**src/rtl/uart_frame_pkg.sv**
```systemverilog
// Shared types and constants for the UART frame parser: FSM state encoding,
// error codes reported on o_err_code, and the default frame delimiter.
package uart_frame_pkg;

    typedef enum logic [2:0] {
        ST_IDLE,
        ST_LEN,
        ST_PAYLOAD,
        ST_CHK,
        ST_DRAIN
    } state_t;

    localparam logic [1:0] ERR_CHK = 2'd0;
    localparam logic [1:0] ERR_LEN = 2'd1;
    localparam logic [1:0] ERR_OVR = 2'd2;
    localparam logic [1:0] ERR_TMO = 2'd3;

    localparam logic [7:0] DEFAULT_SYNC_BYTE = 8'hA5;

endpackage

```
**src/rtl/uart_frame_buf.sv**
```systemverilog
// Payload buffer for the frame parser: DEPTH x 8 simple dual-port storage
// with a synchronous write port and a registered, enable-gated read port.
module uart_frame_buf #(
    parameter int DEPTH = 16,
    parameter int AW    = 4
) (
    input  logic          clk,
    input  logic          rst_n,
    input  logic          wr_en,
    input  logic [AW-1:0] wr_addr,
    input  logic [7:0]    wr_data,
    input  logic          rd_en,
    input  logic [AW-1:0] rd_addr,
    output logic [7:0]    rd_data
);

    logic [7:0] mem [DEPTH];

    always_ff @(posedge clk) begin
        if (wr_en) begin
            mem[wr_addr] <= wr_data;
        end
    end

    // The read register holds its value while rd_en is low, which keeps the
    // presented payload byte stable during consumer back-pressure.
    always_ff @(posedge clk or negedge rst_n) begin
        if (!rst_n) begin
            rd_data <= 8'h00;
        end else if (rd_en) begin
            rd_data <= mem[rd_addr];
        end
    end

endmodule

```
**src/rtl/uart_frame_parser.sv**
```systemverilog
// Frame parser behind the UART receiver: SYNC, LEN, PAYLOAD[LEN], CHK with an
// XOR checksum, payload drained on valid/ready. Define UART_FRAME_PARSER_TIMEOUT_EN
// to abort stalled frames after TIMEOUT_CYCLES without a byte.
module uart_frame_parser
    import uart_frame_pkg::*;
#(
    parameter int         MAX_LEN        = 16,
    parameter logic [7:0] SYNC_BYTE      = DEFAULT_SYNC_BYTE,
    parameter int         TIMEOUT_CYCLES = 1000
) (
    input  logic       sys_clk,
    input  logic       sys_reset_n,
    input  logic [7:0] i_byte,
    input  logic       i_byte_en,
    output logic [7:0] o_payload_data,
    output logic       o_payload_valid,
    input  logic       i_payload_ready,
    output logic       o_payload_last,
    output logic       o_frame_ok,
    output logic       o_frame_err,
    output logic [1:0] o_err_code,
    output logic [7:0] o_frame_len,
    output logic       o_busy
);

    localparam int CW  = $clog2(MAX_LEN + 1);
    localparam int BAW = (MAX_LEN > 1) ? $clog2(MAX_LEN) : 1;

    state_t           state;
    logic [7:0]       len_reg;
    logic [7:0]       xor_acc;
    logic [CW-1:0]    idx;
    logic [CW-1:0]    rd;

    logic [CW-1:0]    rd_inc;
    logic             accept;
    logic             rd_at_last;
    logic             idx_at_last;
    logic             sync_seen;
    logic             tmo_hit;

    logic             buf_wr_en;
    logic             buf_rd_en;
    logic [BAW-1:0]   buf_rd_addr;

    assign rd_inc      = rd + CW'(1);
    assign accept      = o_payload_valid && i_payload_ready;
    assign rd_at_last  = (8'(rd) == (len_reg - 8'd1));
    assign idx_at_last = (8'(idx) == (len_reg - 8'd1));
    assign sync_seen   = i_byte_en && (i_byte == SYNC_BYTE);
    assign o_busy      = (state != ST_IDLE);
    assign buf_wr_en   = (state == ST_PAYLOAD) && i_byte_en;

`ifdef UART_FRAME_PARSER_TIMEOUT_EN
    localparam int TW = $clog2(TIMEOUT_CYCLES + 1);

    logic [TW-1:0] tmo_cnt;
    logic          in_frame;

    assign in_frame = (state == ST_LEN) || (state == ST_PAYLOAD) || (state == ST_CHK);
    // Counting starts the cycle after a strobe, so matching TIMEOUT_CYCLES-2
    // lands the registered pulse exactly TIMEOUT_CYCLES cycles after it.
    assign tmo_hit  = in_frame && !i_byte_en && (tmo_cnt == TW'(TIMEOUT_CYCLES - 2));

    always_ff @(posedge sys_clk or negedge sys_reset_n) begin
        if (!sys_reset_n) begin
            tmo_cnt <= '0;
        end else if (i_byte_en || !in_frame || tmo_hit) begin
            tmo_cnt <= '0;
        end else begin
            tmo_cnt <= tmo_cnt + TW'(1);
        end
    end
`else
    logic unused_tmo_cfg;

    assign unused_tmo_cfg = (TIMEOUT_CYCLES != 0);
    assign tmo_hit        = 1'b0;
`endif

    always_comb begin
        buf_rd_en   = 1'b0;
        buf_rd_addr = BAW'(rd);
        if (state == ST_DRAIN) begin
            if (!o_payload_valid) begin
                buf_rd_en = 1'b1;
            end else if (accept && !rd_at_last) begin
                buf_rd_en   = 1'b1;
                buf_rd_addr = BAW'(rd_inc);
            end
        end
    end

    uart_frame_buf #(
        .DEPTH (MAX_LEN),
        .AW    (BAW)
    ) u_buf (
        .clk     (sys_clk),
        .rst_n   (sys_reset_n),
        .wr_en   (buf_wr_en),
        .wr_addr (BAW'(idx)),
        .wr_data (i_byte),
        .rd_en   (buf_rd_en),
        .rd_addr (buf_rd_addr),
        .rd_data (o_payload_data)
    );

    always_ff @(posedge sys_clk or negedge sys_reset_n) begin
        if (!sys_reset_n) begin
            state           <= ST_IDLE;
            len_reg         <= 8'h00;
            xor_acc         <= 8'h00;
            idx             <= '0;
            rd              <= '0;
            o_payload_valid <= 1'b0;
            o_payload_last  <= 1'b0;
            o_frame_ok      <= 1'b0;
            o_frame_err     <= 1'b0;
            o_err_code      <= 2'd0;
            o_frame_len     <= 8'h00;
        end else begin
            o_frame_ok  <= 1'b0;
            o_frame_err <= 1'b0;
            if (tmo_hit) begin
                o_frame_err <= 1'b1;
                o_err_code  <= ERR_TMO;
                state       <= ST_IDLE;
            end else begin
                case (state)
                    ST_IDLE: begin
                        if (sync_seen) begin
                            state <= ST_LEN;
                        end
                    end
                    ST_LEN: begin
                        if (i_byte_en) begin
                            if (i_byte == 8'h00) begin
                                len_reg <= i_byte;
                                xor_acc <= 8'h00;
                                state   <= ST_CHK;
                            end else if (i_byte <= 8'(MAX_LEN)) begin
                                len_reg <= i_byte;
                                xor_acc <= i_byte;
                                idx     <= '0;
                                state   <= ST_PAYLOAD;
                            end else begin
                                o_frame_err <= 1'b1;
                                o_err_code  <= ERR_LEN;
                                state       <= ST_IDLE;
                            end
                        end
                    end
                    ST_PAYLOAD: begin
                        if (i_byte_en) begin
                            xor_acc <= xor_acc ^ i_byte;
                            idx     <= idx + CW'(1);
                            if (idx_at_last) begin
                                state <= ST_CHK;
                            end
                        end
                    end
                    ST_CHK: begin
                        if (i_byte_en) begin
                            if (i_byte == xor_acc) begin
                                o_frame_ok  <= 1'b1;
                                o_frame_len <= len_reg;
                                rd          <= '0;
                                state       <= (len_reg == 8'h00) ? ST_IDLE : ST_DRAIN;
                            end else begin
                                o_frame_err <= 1'b1;
                                o_err_code  <= ERR_CHK;
                                state       <= ST_IDLE;
                            end
                        end
                    end
                    ST_DRAIN: begin
                        // The first drain cycle only primes the read register;
                        // a byte arriving as the last one is taken is IDLE input.
                        if (!o_payload_valid) begin
                            o_payload_valid <= 1'b1;
                            o_payload_last  <= (len_reg == 8'd1);
                        end else if (accept) begin
                            if (rd_at_last) begin
                                o_payload_valid <= 1'b0;
                                o_payload_last  <= 1'b0;
                                state           <= sync_seen ? ST_LEN : ST_IDLE;
                            end else begin
                                rd             <= rd_inc;
                                o_payload_last <= (8'(rd_inc) == (len_reg - 8'd1));
                            end
                        end
                        if (i_byte_en && !(accept && rd_at_last)) begin
                            o_frame_err <= 1'b1;
                            o_err_code  <= ERR_OVR;
                        end
                    end
                    default: begin
                        state <= ST_IDLE;
                    end
                endcase
            end
        end
    end

endmodule

```
**config.mk**
```make
export PLATFORM = sky130hd
export DESIGN_NAME = uart_frame_parser
export DESIGN_NICKNAME = d
export VERILOG_FILES = /design/src/rtl/uart_frame_pkg.sv /design/src/rtl/uart_frame_buf.sv /design/src/rtl/uart_frame_parser.sv
export SDC_FILE = /design/constraint.sdc
export NUM_CORES = 1
export LEC_CHECK = 0
export ABC_AREA = 1
export CAP_MARGIN = 30
export CORE_MARGIN = 4
export CORE_UTILIZATION = 24
export CTS_BUF_LIST = sky130_fd_sc_hd__clkbuf_2 sky130_fd_sc_hd__clkbuf_4 sky130_fd_sc_hd__clkbuf_8
export CTS_CLUSTER_SIZE = 12
export DETAILED_ROUTE_END_ITERATION = 10
export PLACE_DENSITY = 0.43
export REMOVE_ABC_BUFFERS = 1
export SLEW_MARGIN = 10
export SYNTH_ARGS = -nofsm -noshare
export SYNTH_HDL_FRONTEND = slang
export SYNTH_SLANG_ARGS = --single-unit
```
**constraint.sdc**
```tcl
create_clock -name sys_clk -period 2.8 [get_ports sys_clk]
set_clock_uncertainty 0.2 [all_clocks]
set_input_delay 0.28 -clock sys_clk [delete_from_list [all_inputs] [get_ports sys_clk]]
set_output_delay 0.28 -clock sys_clk [all_outputs]
set_load 0.05 [all_outputs]
```
# Word level (Yosys, flattened, before mapping)

Memories as Yosys holds them, arrays and structs flattened. A register that Yosys moved wholly into a read port is not among the register bits.
Index checks and enable logic that the tools add are counted.

Register bits after elaboration: 43
Memory bits (writable): 128
Input bits: 12
Output and inout port bits: 23
Logic and storage cells: 131
Memories: 1

Add/sub/neg operators: 3
Order comparisons: 1
Equal/unequal tests: 27
Multiplexer cells: 62
Bitwise gates (word level): 1
Reduce and logical (&&, ||, !) cells: 25

Memory list:

| name      | words | width | rd ports | clocked after Yosys merged registers in | write ports | RTL line             | RTL |
|---|---|---|---|---|---|---|---|
| u_buf.mem | 16    | 8     | 1        | 1                                       | 1           | uart_frame_buf.sv:17 | `logic [7:0] mem [DEPTH];` |

Operator list:

| operator              | count |
|---|---|
| $mux W5               | 9 |
| $mux W8               | 5 |
| $mux W3               | 10 |
| $ne A2 B2 Y1 const B  | 14 |
| $eq A5 B8 Y1          | 3 |
| $mux W1               | 21 |
| $pmux W5 S2           | 2 |
| $logic_not A8 Y1      | 2 |
| $mux W2               | 8 |
| $pmux W8 S2           | 1 |
| $pmux W3 S5           | 1 |
| $mux W4               | 3 |
| $add A5 B1 Y5 const B | 2 |
| $eq A8 B1 Y1 const B  | 1 |
| $eq A8 B8 Y1          | 1 |
| $eq A8 B8 Y1 const B  | 1 |
| $le A8 B5 Y1 const B  | 1 |
| $reduce_and A8 Y1     | 1 |
| $sub A8 B1 Y8 const B | 1 |
| $xor A8 B8 Y8         | 1 |
| $reduce_and A7 Y1     | 1 |
| $eq A3 B2 Y1 const B  | 2 |
| $logic_and A1 B1 Y1   | 6 |
| $pmux W2 S3           | 1 |
| other kinds (14)      | 21 |

# Logic depth before layout (Yosys ltp)

Depth after elaboration: 7
Depth in mapped cells: 22

# Cells and area by module

From an unflattened synthesis, not the netlist that was laid out.

Cell total of the unflattened synthesis: 844
Area total of the unflattened synthesis: 8361.8 µm²

By module, submodules not included:

| module            | instances | cells each | area each (µm²) | seq. area each (µm²) |
|---|---|---|---|---|
| uart_frame_buf    | 1         | 481        | 5634.2          | 4043.9 |
| uart_frame_parser | 1         | 363        | 2727.6          | 1076.0 |

# Worst setup path after synthesis

Ideal clock, no wire load.

Kind: flip-flop to flip-flop
Start: register len_reg[0]
End: register u_buf.rd_data[4], read port of u_buf.mem
Setup time: 0.118 ns
Data arrival time: 2.259 ns
Slack: 0.223 ns
Cell stages (with the launch flop): 17
Path buffers: 1
Period minus slack after synthesis: 2.577 ns
Cell sequence: dfrtp_1 -> inv_2 -> ha_1 -> xnor2_1 -> nor2_1 -> nand3_1 -> nor2_2 -> nand2_4 -> nand2_8 -> inv_2 -> o21ai_4 -> buf_2 -> nand3_1 -> nand3_1 -> nand2_1 -> nand2_1 -> nand2_1

Cells in the longest elaborated chain, start to end: 7
Elaborated cells between the ends (all ways): 10

RTL lines:

| element                                   | RTL line                 | RTL |
|---|---|---|
| start, declared                           | uart_frame_parser.sv:30  | `logic [7:0] len_reg;` |
| start signal, assigned                    | uart_frame_parser.sv:138 | `len_reg <= i_byte;` |
| start signal, assigned                    | uart_frame_parser.sv:142 | `len_reg <= i_byte;` |
| $sub A8 B1 Y8 *                           | uart_frame_parser.sv:48  | `assign rd_at_last = (8'(rd) == (len_reg - 8'd1));` |
| $eq A5 B8 Y1 *                            | uart_frame_parser.sv:48  |  |
| $logic_not A1 Y1 *                        | uart_frame_parser.sv:87  | `end else if (accept && !rd_at_last) begin` |
| $logic_and A1 B1 Y1 *                     | uart_frame_parser.sv:87  |  |
| $mux W4 / $mux W1 (equally long branches) | uart_frame_parser.sv:87  |  |
| $mux W4 / $mux W1 (equally long branches) | uart_frame_parser.sv:85  | `if (!o_payload_valid) begin` |
| $mux W4 / $mux W1 (equally long branches) | uart_frame_parser.sv:84  | `if (state == ST_DRAIN) begin` |
| end, declared                             | uart_frame_buf.sv:14     | `output logic [7:0] rd_data` |

Mark *: on every way between the ends. The rest lies on a longest branch, timed or not.
A chain may end at the register's enable or synchronous reset.

# Final worst setup path

Start: register len_reg[1]
End: register u_buf.rd_data[5], read port of u_buf.mem

The elaborated chain is that of the path after synthesis.

==> reports/results.ini <==
[status]
status = completed

[detailed_routing]
avgRoutedWirePerCell_um = 17.17
drc_errors = 0
wl_um = 25990
vias = 6555
ant_nets = 0
drt_iter0_drc = 418
drt-pass1-iter-count = 5
dr_wl_met2_um = 12100
wl_met1_um = 12630
top_layer = met4
vias_per_cell = 4.330
dr_wl_met3_um = 922

[synthesis]
ys_top_cells_by_count = nand2_1, nand3_1, inv_1, edfxtp_1, dfrtp_1
yosysTopAreaCell = edfxtp_1
ys_seq_area_frac = 0.5933
ys_warn_count = 0
ys.flop_type = edfxtp_1
synth_cell_types = 40
synth_edf_count = 128
ys_top_cells_by_area = edfxtp_1, dfrtp_1, nand3_1
avgSynthCellArea_um2 = 9.319
yosys.cell_count.top_type = nand2_1
syn_area_mm2 = 0.008630
async_flop_share = 0.2849
netlist_instances = 926
ys_ff_latch = 179
synth_top_area_frac = 0.4454

[critical_path]
endpoint = u_buf.rd_data[5]
crit_path_max_fanout = 8
ff2ff_setup_slack_ps = 50
cp.required_ps = 3010
cp.depth = 20
path_delay_family = simple AND/OR/NAND/NOR gates
crit_path_top_delay_cell = dfrtp_1
cp_slowest_stage_delay_ps = 410
critPathMostFrequentCell = nand2_1
crit_buf_inv = 4
worstSetupStartpoint = len_reg[1]
crit_type = reg -> reg
cp.arrival_ps = 2960
r2r-end = u_buf.rd_data[5]
crit_chain = buf_6 -> nor2_4 -> nand2_2 -> inv_2 -> nand2_1 -> nand2_1 -> nand2_1 -> nand2_2 -> nor2_4 -> nand2_4 -> nand2_8 -> buf_6 -> o21ai_4 -> clkbuf_16 -> nand3_1 -> nand3_2 -> nand3_2 -> nand2_1 -> nand2_1 -> nand2_1
crit_path_end_kind = flop
r2r_start = len_reg[1]
rr_worst_depth = 20
critPathLaunchType = flop

[die]
die_h_um = 197.6
io_pins = 35
die_w_um = 197.6
fp-row-count = 69
initial_core_util = 0.2432
core_mm2 = 0.03548
die_area_mm2 = 0.03905

[place]
gp_congestion = 0.8296
io_buffers = 34
place_hpwl_um = 17510
place_ws_ps = 5.638

[global_route]
grt_pass1_wl_um = 38340
grt_max_degree = 33
grt_pass1_vias = 6415
grtUsageTotal = 0.1280
grt_overflow = 0
antenna_found_initial = 0

[pwr]
leakage_nw = 4.871
power.total_mw = 6.359
vdd_ir_drop_max_v = 0.0003315
switching_share = 0.3241
power_density_mw_per_mm2 = 580.5
intPower_mw = 4.298
power_frac_seq = 0.487
switchingPower_mw = 2.061
clkPwrFrac = 0.297
p_comb_frac = 0.216

[sta]
setup_ws_ps = 49.12
slew_headroom = 0.6053
period_needed_ps = 2751
tightestPinTransition_ps = 592.1
drv_slew = 0
finalCritPeriodShare = 0.9825
final_hold_viol_count = 0
setup_violations = 0
fmax_mhz = 363.5
rsz0062_at_grt = true

[cells_and_area]
drive_above_1_share = 0.1899
final_util = 0.3087
multiInputGateArea_mm2 = 0.002932
largest_reg_flops = 128
nFillCells = 3689
diodes = 0
top_register = u_buf.mem
area_delta_synth_final_pct = 26.94
seq_area_mm2 = 0.005124
fin_nets = 1060

[clocking]
cts.clk_slew.worst_paths_ps = 110
clk_latency_ps = 470
tritoncts = done
htreeDepth = 4
cts_inserted_buffers = 17
clk_root_buffer_cell = clkbuf_8
cts.sinks = 179
ctsLongestPathBuffers = 2

[worst_hold_path]
min_path_type = in -> async

[flow_run]
drv_cap = 0

-- through the flow --
stage	TNS, ps	std cells	hold slack [ps]	cell area, um^2
finish	0	1514	123.8	10950
floorplan	-10210	898	-215.6	8463
global placement	-18.86	1465	129.4	10030
CTS	0	1498	129.8	10460
detailed placement	0	1465	129.4	10030
global route	-443.8	1514	149.7	10950
-- placed cells by master, fill, tap and decap left out, types with 7 or more instances in the layout --
| master | count |
|---|---|
| buf_6 | 8 |
| nand2_1 | 192 |
| o21ai_0 | 29 |
| dfrtp_1 | 48 |
| nand3_2 | 34 |
| ha_1 | 7 |
| buf_12 | 9 |
| buf_4 | 64 |
| edfxtp_1 | 128 |
| clkbuf_8 | 17 |
| a31oi_1 | 7 |
| nand3_1 | 142 |
| nor2_1 | 43 |
| a21oi_1 | 9 |
| nand2_2 | 8 |
| inv_2 | 10 |
| inv_1 | 169 |
| xor2_1 | 17 |
| clkdlybuf4s50_1 | 33 |
| inv_8 | 7 |
-- worst register-to-register path: stages, from the launching register on --
cell and delay [ps]:
dfrtp_1 410, buf_6 130, nor2_4 90, nand2_2 90, inv_2 70, nand2_1 50, nand2_1 50, nand2_1 60
nand2_2 100, nor2_4 50, nand2_4 130, nand2_8 90, buf_6 130, o21ai_4 320, clkbuf_16 250, nand3_1 110
nand3_2 80, nand3_2 120, nand2_1 80, nand2_1 40, nand2_1 60
-- layout make-up --
type,count,area share
timing repair buffer,122,0.1119
clock buffer,17,0.02136
clock inverter,15,0.01679
tap,461,0.05266
inverter,180,0.06191
multi-input combinational,540,0.2676
sequential,179,0.4677
-- kinds of logic after synthesis --
logic type | count (synthesis) | synth area share
adder cells (fa/ha/maj) | 8 | 0.01160
XOR/XNOR | 21 | 0.02131
flip-flops | 179 | 0.5933
buffers and inverters | 208 | 0.09758
AND/OR/NAND/NOR | 450 | 0.2343
multiplexers | 1 | 0.001305
AO/OA/AOI/OAI | 59 | 0.04060
-- layer usage --
| metal | GRT usage | vias up |
|---|---|---|
| li1 | - | 3242 |
| met1 | 0.1839 | 3181 |
| met2 | 0.2063 | 115 |
| met3 | 0.02456 | 17 |
| met4 | 0.01913 | 0 |
| met5 | 0 | - |
-- repair_timing --
action | 4_1_cts | 5_1_grt
setup buffers | 0 | 9
hold buffers | 1 | 0
setup endpoints to repair | 0 | 8
hold endpoints to repair | 22 | 0
resized for setup | 0 | 72
-- how the worst min path moves through the flow --
stage,from,end,slack (ps),cells past startpoint
after floorplan,sys_reset_n,idx[0],-220,0
after global placement,sys_reset_n,len_reg[1],130,1
after detailed placement,sys_reset_n,o_frame_len[6],130,1
after CTS,sys_reset_n,o_frame_len[0],130,2
after global routing,sys_reset_n,o_frame_len[6],150,2
final,sys_reset_n,o_frame_len[6],120,2
-- power groups by stage --
| stage | Combinational (mW) | Clock [mW] | Sequential [mW] |
|---|---|---|---|
| floorplan | 0.738 | 0 | 3.17 |
| global placement | 1.27 | 0 | 3.14 |
| detailed placement | 1.26 | 0 | 3.15 |
| CTS | 1.27 | 1.94 | 3.09 |
| global route | 1.55 | 2.06 | 3.12 |
| finish | 1.37 | 1.89 | 3.10 |
Power figures use the tool's default switching activity.
==> patch 1, RTL diff (same settings) <==
Encoding of `state_t`: now one-hot (5 bits for 5 states).
--- a/src/rtl/uart_frame_pkg.sv
+++ b/src/rtl/uart_frame_pkg.sv
@@ -3,10 +3,10 @@
 package uart_frame_pkg;
 
-    typedef enum logic [2:0] {
-        ST_IDLE,
-        ST_LEN,
-        ST_PAYLOAD,
-        ST_CHK,
-        ST_DRAIN
+    typedef enum logic [4:0] {
+        ST_IDLE    = 5'b00001,
+        ST_LEN     = 5'b00010,
+        ST_PAYLOAD = 5'b00100,
+        ST_CHK     = 5'b01000,
+        ST_DRAIN   = 5'b10000
     } state_t;
 
Formal check against the unedited RTL: same outputs for any inputs over 4 cycles, from zero or initial values and one cycle with sys_reset_n low; so few cycles prove little.
==> patch 1 against the original RTL <==
  * Sequential share of layout area shrank 0.62 points
  * Design area increased by 2.3%
  * Total power increased by 0.96%
  * Fmax increased by 1.4%
  * Area after synthesis up 0.43%
  * Combinational power rose by 4%
  * Sequential cell count up 2
  * Wire length down 0.46%
  * Worst setup slack better by 0.038 ns
  * Critical path depth rose by 2
  * Critical path type unchanged
  * Critical endpoint is now u_buf.rd_data[3]
  * Highest routed layer unchanged
==> patch 1: results (changes against the original RTL) <==
Cells and area
  • Logic inverters: 131 (was 180)
  • Clock network area share: 3.53% (was 3.81%)
  • Reg area: 0.00517 mm^2 (was 0.00512 mm^2)
  • Fraction of area in multi-input gates: 27.9% (was 26.8%)
  • # nets final: 1046 (was 1060)
  • Non-Filler Instances: 1500 (was 1514)
  • Non-CTS buffers: 130 (was 122)
  • Signal buf overhead: 12.7% (was 11.2%)
  • Num sequential: 181 (was 179)
  • Filler Cell Count: 3718 (was 3689)
  • Layout cells sized above 1: 20.4% (was 19.0%)

Synth
  • Async S/R FF share, synth: 29.3% (was 28.5%)
  • Post-synth top cells: nand2_1, nand3_1, edfxtp_1 (was nand2_1, nand3_1, inv_1)
  • Synth Area in Adders: 1.15% (was 1.16%)
  • Synth Area in Compound Gates: 3.64% (was 4.06%)
  • Mapped Cells: 908 (was 926)
  • Synth top area cells: edfxtp_1, dfrtp_1, nand3_1 (unchanged)

Worst setup path
  • Arrival time of the worst setup path: 2.89 ns (was 2.96 ns)
  • Crit path max fanout: 9 (was 8)

CTS
  • Post_cts resized: 6 (was 0)

Routing
  • First DRT Iteration DRCs: 407 (was 418)
  • Post-route met1 wirelength: 11600 um (was 12600 um)
  • Met3 Wirelength: 871 um (was 922 um)

Run status
  • Outcome: completed (unchanged)

GRT
  • Met1 GRT Util: 16.7% (was 18.4%)
  • Vias in the first global route: 6339 (was 6415)
  • Met3 Use GR: 1.65% (was 2.46%)
  • Total Routing Usage GR: 12.7% (was 12.8%)

Power
  • Leakage: 0.00470 uW (was 0.00487 uW)

STA
  • Worst-margin pin slew: 0.684 ns (was 0.592 ns)
[patch 1: logic make-up after synthesis]
family | after synthesis
xor gates and xnor gates | 20
buffers and inverters | 163
and+or+nand+nor | 482
adders and majority gates | 8
AOI/OAI and AO/OA | 54
DFF | 181
[patch 1: where the power goes]
part           internal [uW]  leakage, uW  switching, uW  total, uW
combinational            577      0.00271            857       1430
clock                    667     0.000196           1100       1770
sequential              3050      0.00179            171       3220
[patch 1: path summary, 6_finish.rpt]
check,from,to,slack [ns]
hold / removal,sys_reset_n,state[3],0.17
setup / recovery,len_reg[1],u_buf.rd_data[3],0.09
hold reg to reg,o_frame_len[7],o_frame_len[7],0.29
min in group sys_clk,o_frame_len[7],o_frame_len[7],0.29
setup reg to reg,len_reg[1],u_buf.rd_data[3],0.09
max in group asynchronous,sys_reset_n,len_reg[2],1.61
==> patch 2, RTL diff (same flow settings) <==
Made on the original files. The parameter `MAX_LEN` goes from 16 to 32.
--- a/src/rtl/uart_frame_parser.sv
+++ b/src/rtl/uart_frame_parser.sv
@@ -5,5 +5,5 @@
     import uart_frame_pkg::*;
 #(
-    parameter int         MAX_LEN        = 16,
+    parameter int         MAX_LEN        = 32,
     parameter logic [7:0] SYNC_BYTE      = DEFAULT_SYNC_BYTE,
     parameter int         TIMEOUT_CYCLES = 1000
Check against the original RTL: not equivalent (a bounded check fails within 4 cycles, from zero or initial values and one cycle with sys_reset_n low).
==> patch 2 against the original RTL <==
  * Critical path type unchanged
  * Sequential cell count increased by 130
  * Total power rose to 2.8 times the old value
  * Combinational power grew to 5.6 times the old value
  * The run now ends with setup timing left
  * Wire length up 79%
  * Design area is 73% higher
  * Worst setup slack worse by 0.16 ns
  * Critical endpoint is now u_buf.rd_data[7]
  * Area after synthesis grew 66%
  * Critical path depth increased by 1
==> patch 2: results (changes against the original RTL) <==
Cells and area
  • Reg area: 0.00902 mm^2 (was 0.00512 mm^2)
  • Fraction of area in registers: 47.6% (was 46.8%)
  • Clkbuf count: 84 (was 17)
  • Multi-input gates: 836 (was 540)
  • Non-CTS buffers: 216 (was 122)
  • Num sequential: 309 (was 179)
  • Largest register FFs: 256 (was 128)
  • # nets final: 1642 (was 1060)
  • Logic inverters: 204 (was 180)
  • Signal buf overhead: 11.8% (was 11.2%)

Placed design
  • Place WS: -0.333 ns (was 0.00564 ns)
  • Post-DP Area: 0.0165 mm^2 (was 0.0100 mm^2)
  • Detail Placement HPWL: 28900 um (was 17500 um)
  • Placed cell count: 2300 (was 1465)

Routing
  • Routed WL per cell: 19.1 um (was 17.2 um)
  • Pre-Repair DR Iteration Count: 6 (was 5)
  • First DRT Iteration DRCs: 903 (was 418)
  • Vias per Instance: 4.48 (was 4.33)

Synth
  • Post-synthesis mux area share: 0.0785% (was 0.130%)
  • Synth Area in Adders: 0.697% (was 1.16%)
  • Register area share after synthesis: 62.8% (was 59.3%)
  • XOR/XNOR Fraction of Synth Area: 1.40% (was 2.13%)
  • Synth Area in Compound Gates: 2.26% (was 4.06%)

Power
  • Worst VDD drop: 0.514 mV (was 0.332 mV)

STA
  • Fin Setup TNS: -0.701 ns (was 0 ns)
  • Slew Limit Headroom: 63.0% (was 60.5%)
  • Final setup viols: 8 (was 0)
  • Worst setup margin: -0.106 ns (was 0.0491 ns)

CTS
  • Clk pin slew, worst setup/hold paths: 0.06 ns (was 0.11 ns)
  • Maximum clock path buffer count: 3 (was 2)
  • Worst skew pair latency: 0.65 ns (was 0.47 ns)
  • Total CTS buffers: 55 (was 17)

GRT
  • Vias in the first global route: 11000 (was 6415)
  • Largest net degree at the start of global routing: 44 (was 33)
  • Initial antenna violation count: 1 (was 0)

Worst setup path
  • Delay of the slowest critical-path stage: 0.38 ns (was 0.41 ns)

Run status
  • Failing checks: setup timing
  • Outcome: complete, but fails checks (was completed)

Min path
  • Hold/Removal Path Class: primary input to flop (was primary input to asynchronous set/reset pin)
-- patch 2: cell count changes after synthesis, sizes merged, moves of 4 or more --
cell	before	now
buf	23	62
nand2	205	262
nand3b	0	73
o21ai	34	38
edfxtp	128	256
inv	180	203
nor2	52	70
nand4	4	8
nand3	177	320
-- patch 2: logic make-up (layout without fill, tap and decap cells) --
family,Yosys count,after routing
fa+ha+maj,8,8
simple gates,746,746
flops,309,309
compound gates,58,58
buf+inv,272,522
xor+xnor,23,23
mux,1,1
-- patch 2: path summary, 6_finish.rpt --
kind                                      from                to  slack (ns)  depth (start not counted)
worst min register to register  o_frame_len[3]    o_frame_len[3]        0.29                          2
max in group asynchronous          sys_reset_n  u_buf.rd_data[7]        1.56                          4
worst max register to register      len_reg[1]  u_buf.rd_data[7]       -0.11                         21
min in group asynchronous          sys_reset_n             rd[5]        0.54                          4
worst min-delay path                 i_byte_en        len_reg[0]        0.22                          3
worst max-delay path                len_reg[1]  u_buf.rd_data[7]       -0.11                         21
-- patch 2: metal layers --
layer	GRT usage [%]	vias up	wire (um)
met5	0	-	0
met1	20.4	5343	21700
met2	23.0	291	21500
met3	2.42	72	2490
met4	4.12	0	976
li1	-	5217	-
-- patch 2: what timing repair did --
action | in CTS | in global routing
setup endpoints to repair | 8 | 61
resized for setup | 95 | 63
pin swaps | 33 | 34
endpoints found under the hold margin | 82 | 0
hold buffers | 10 | 0
buffers inserted | 19 | 1
cloned | 8 | 2
-- patch 2: report_power, final --
part           internal [uW]  switching, uW  total [uW]
logic                   3000           4680        7680
clock network           2430           1940        4370
registers               5250            213        5460
-- patch 2: worst min-delay path, stage by stage --
cell and delay, ns:
clkdlybuf4s50_1 0.48, nand2_1 0.13, o22ai_1 0.10
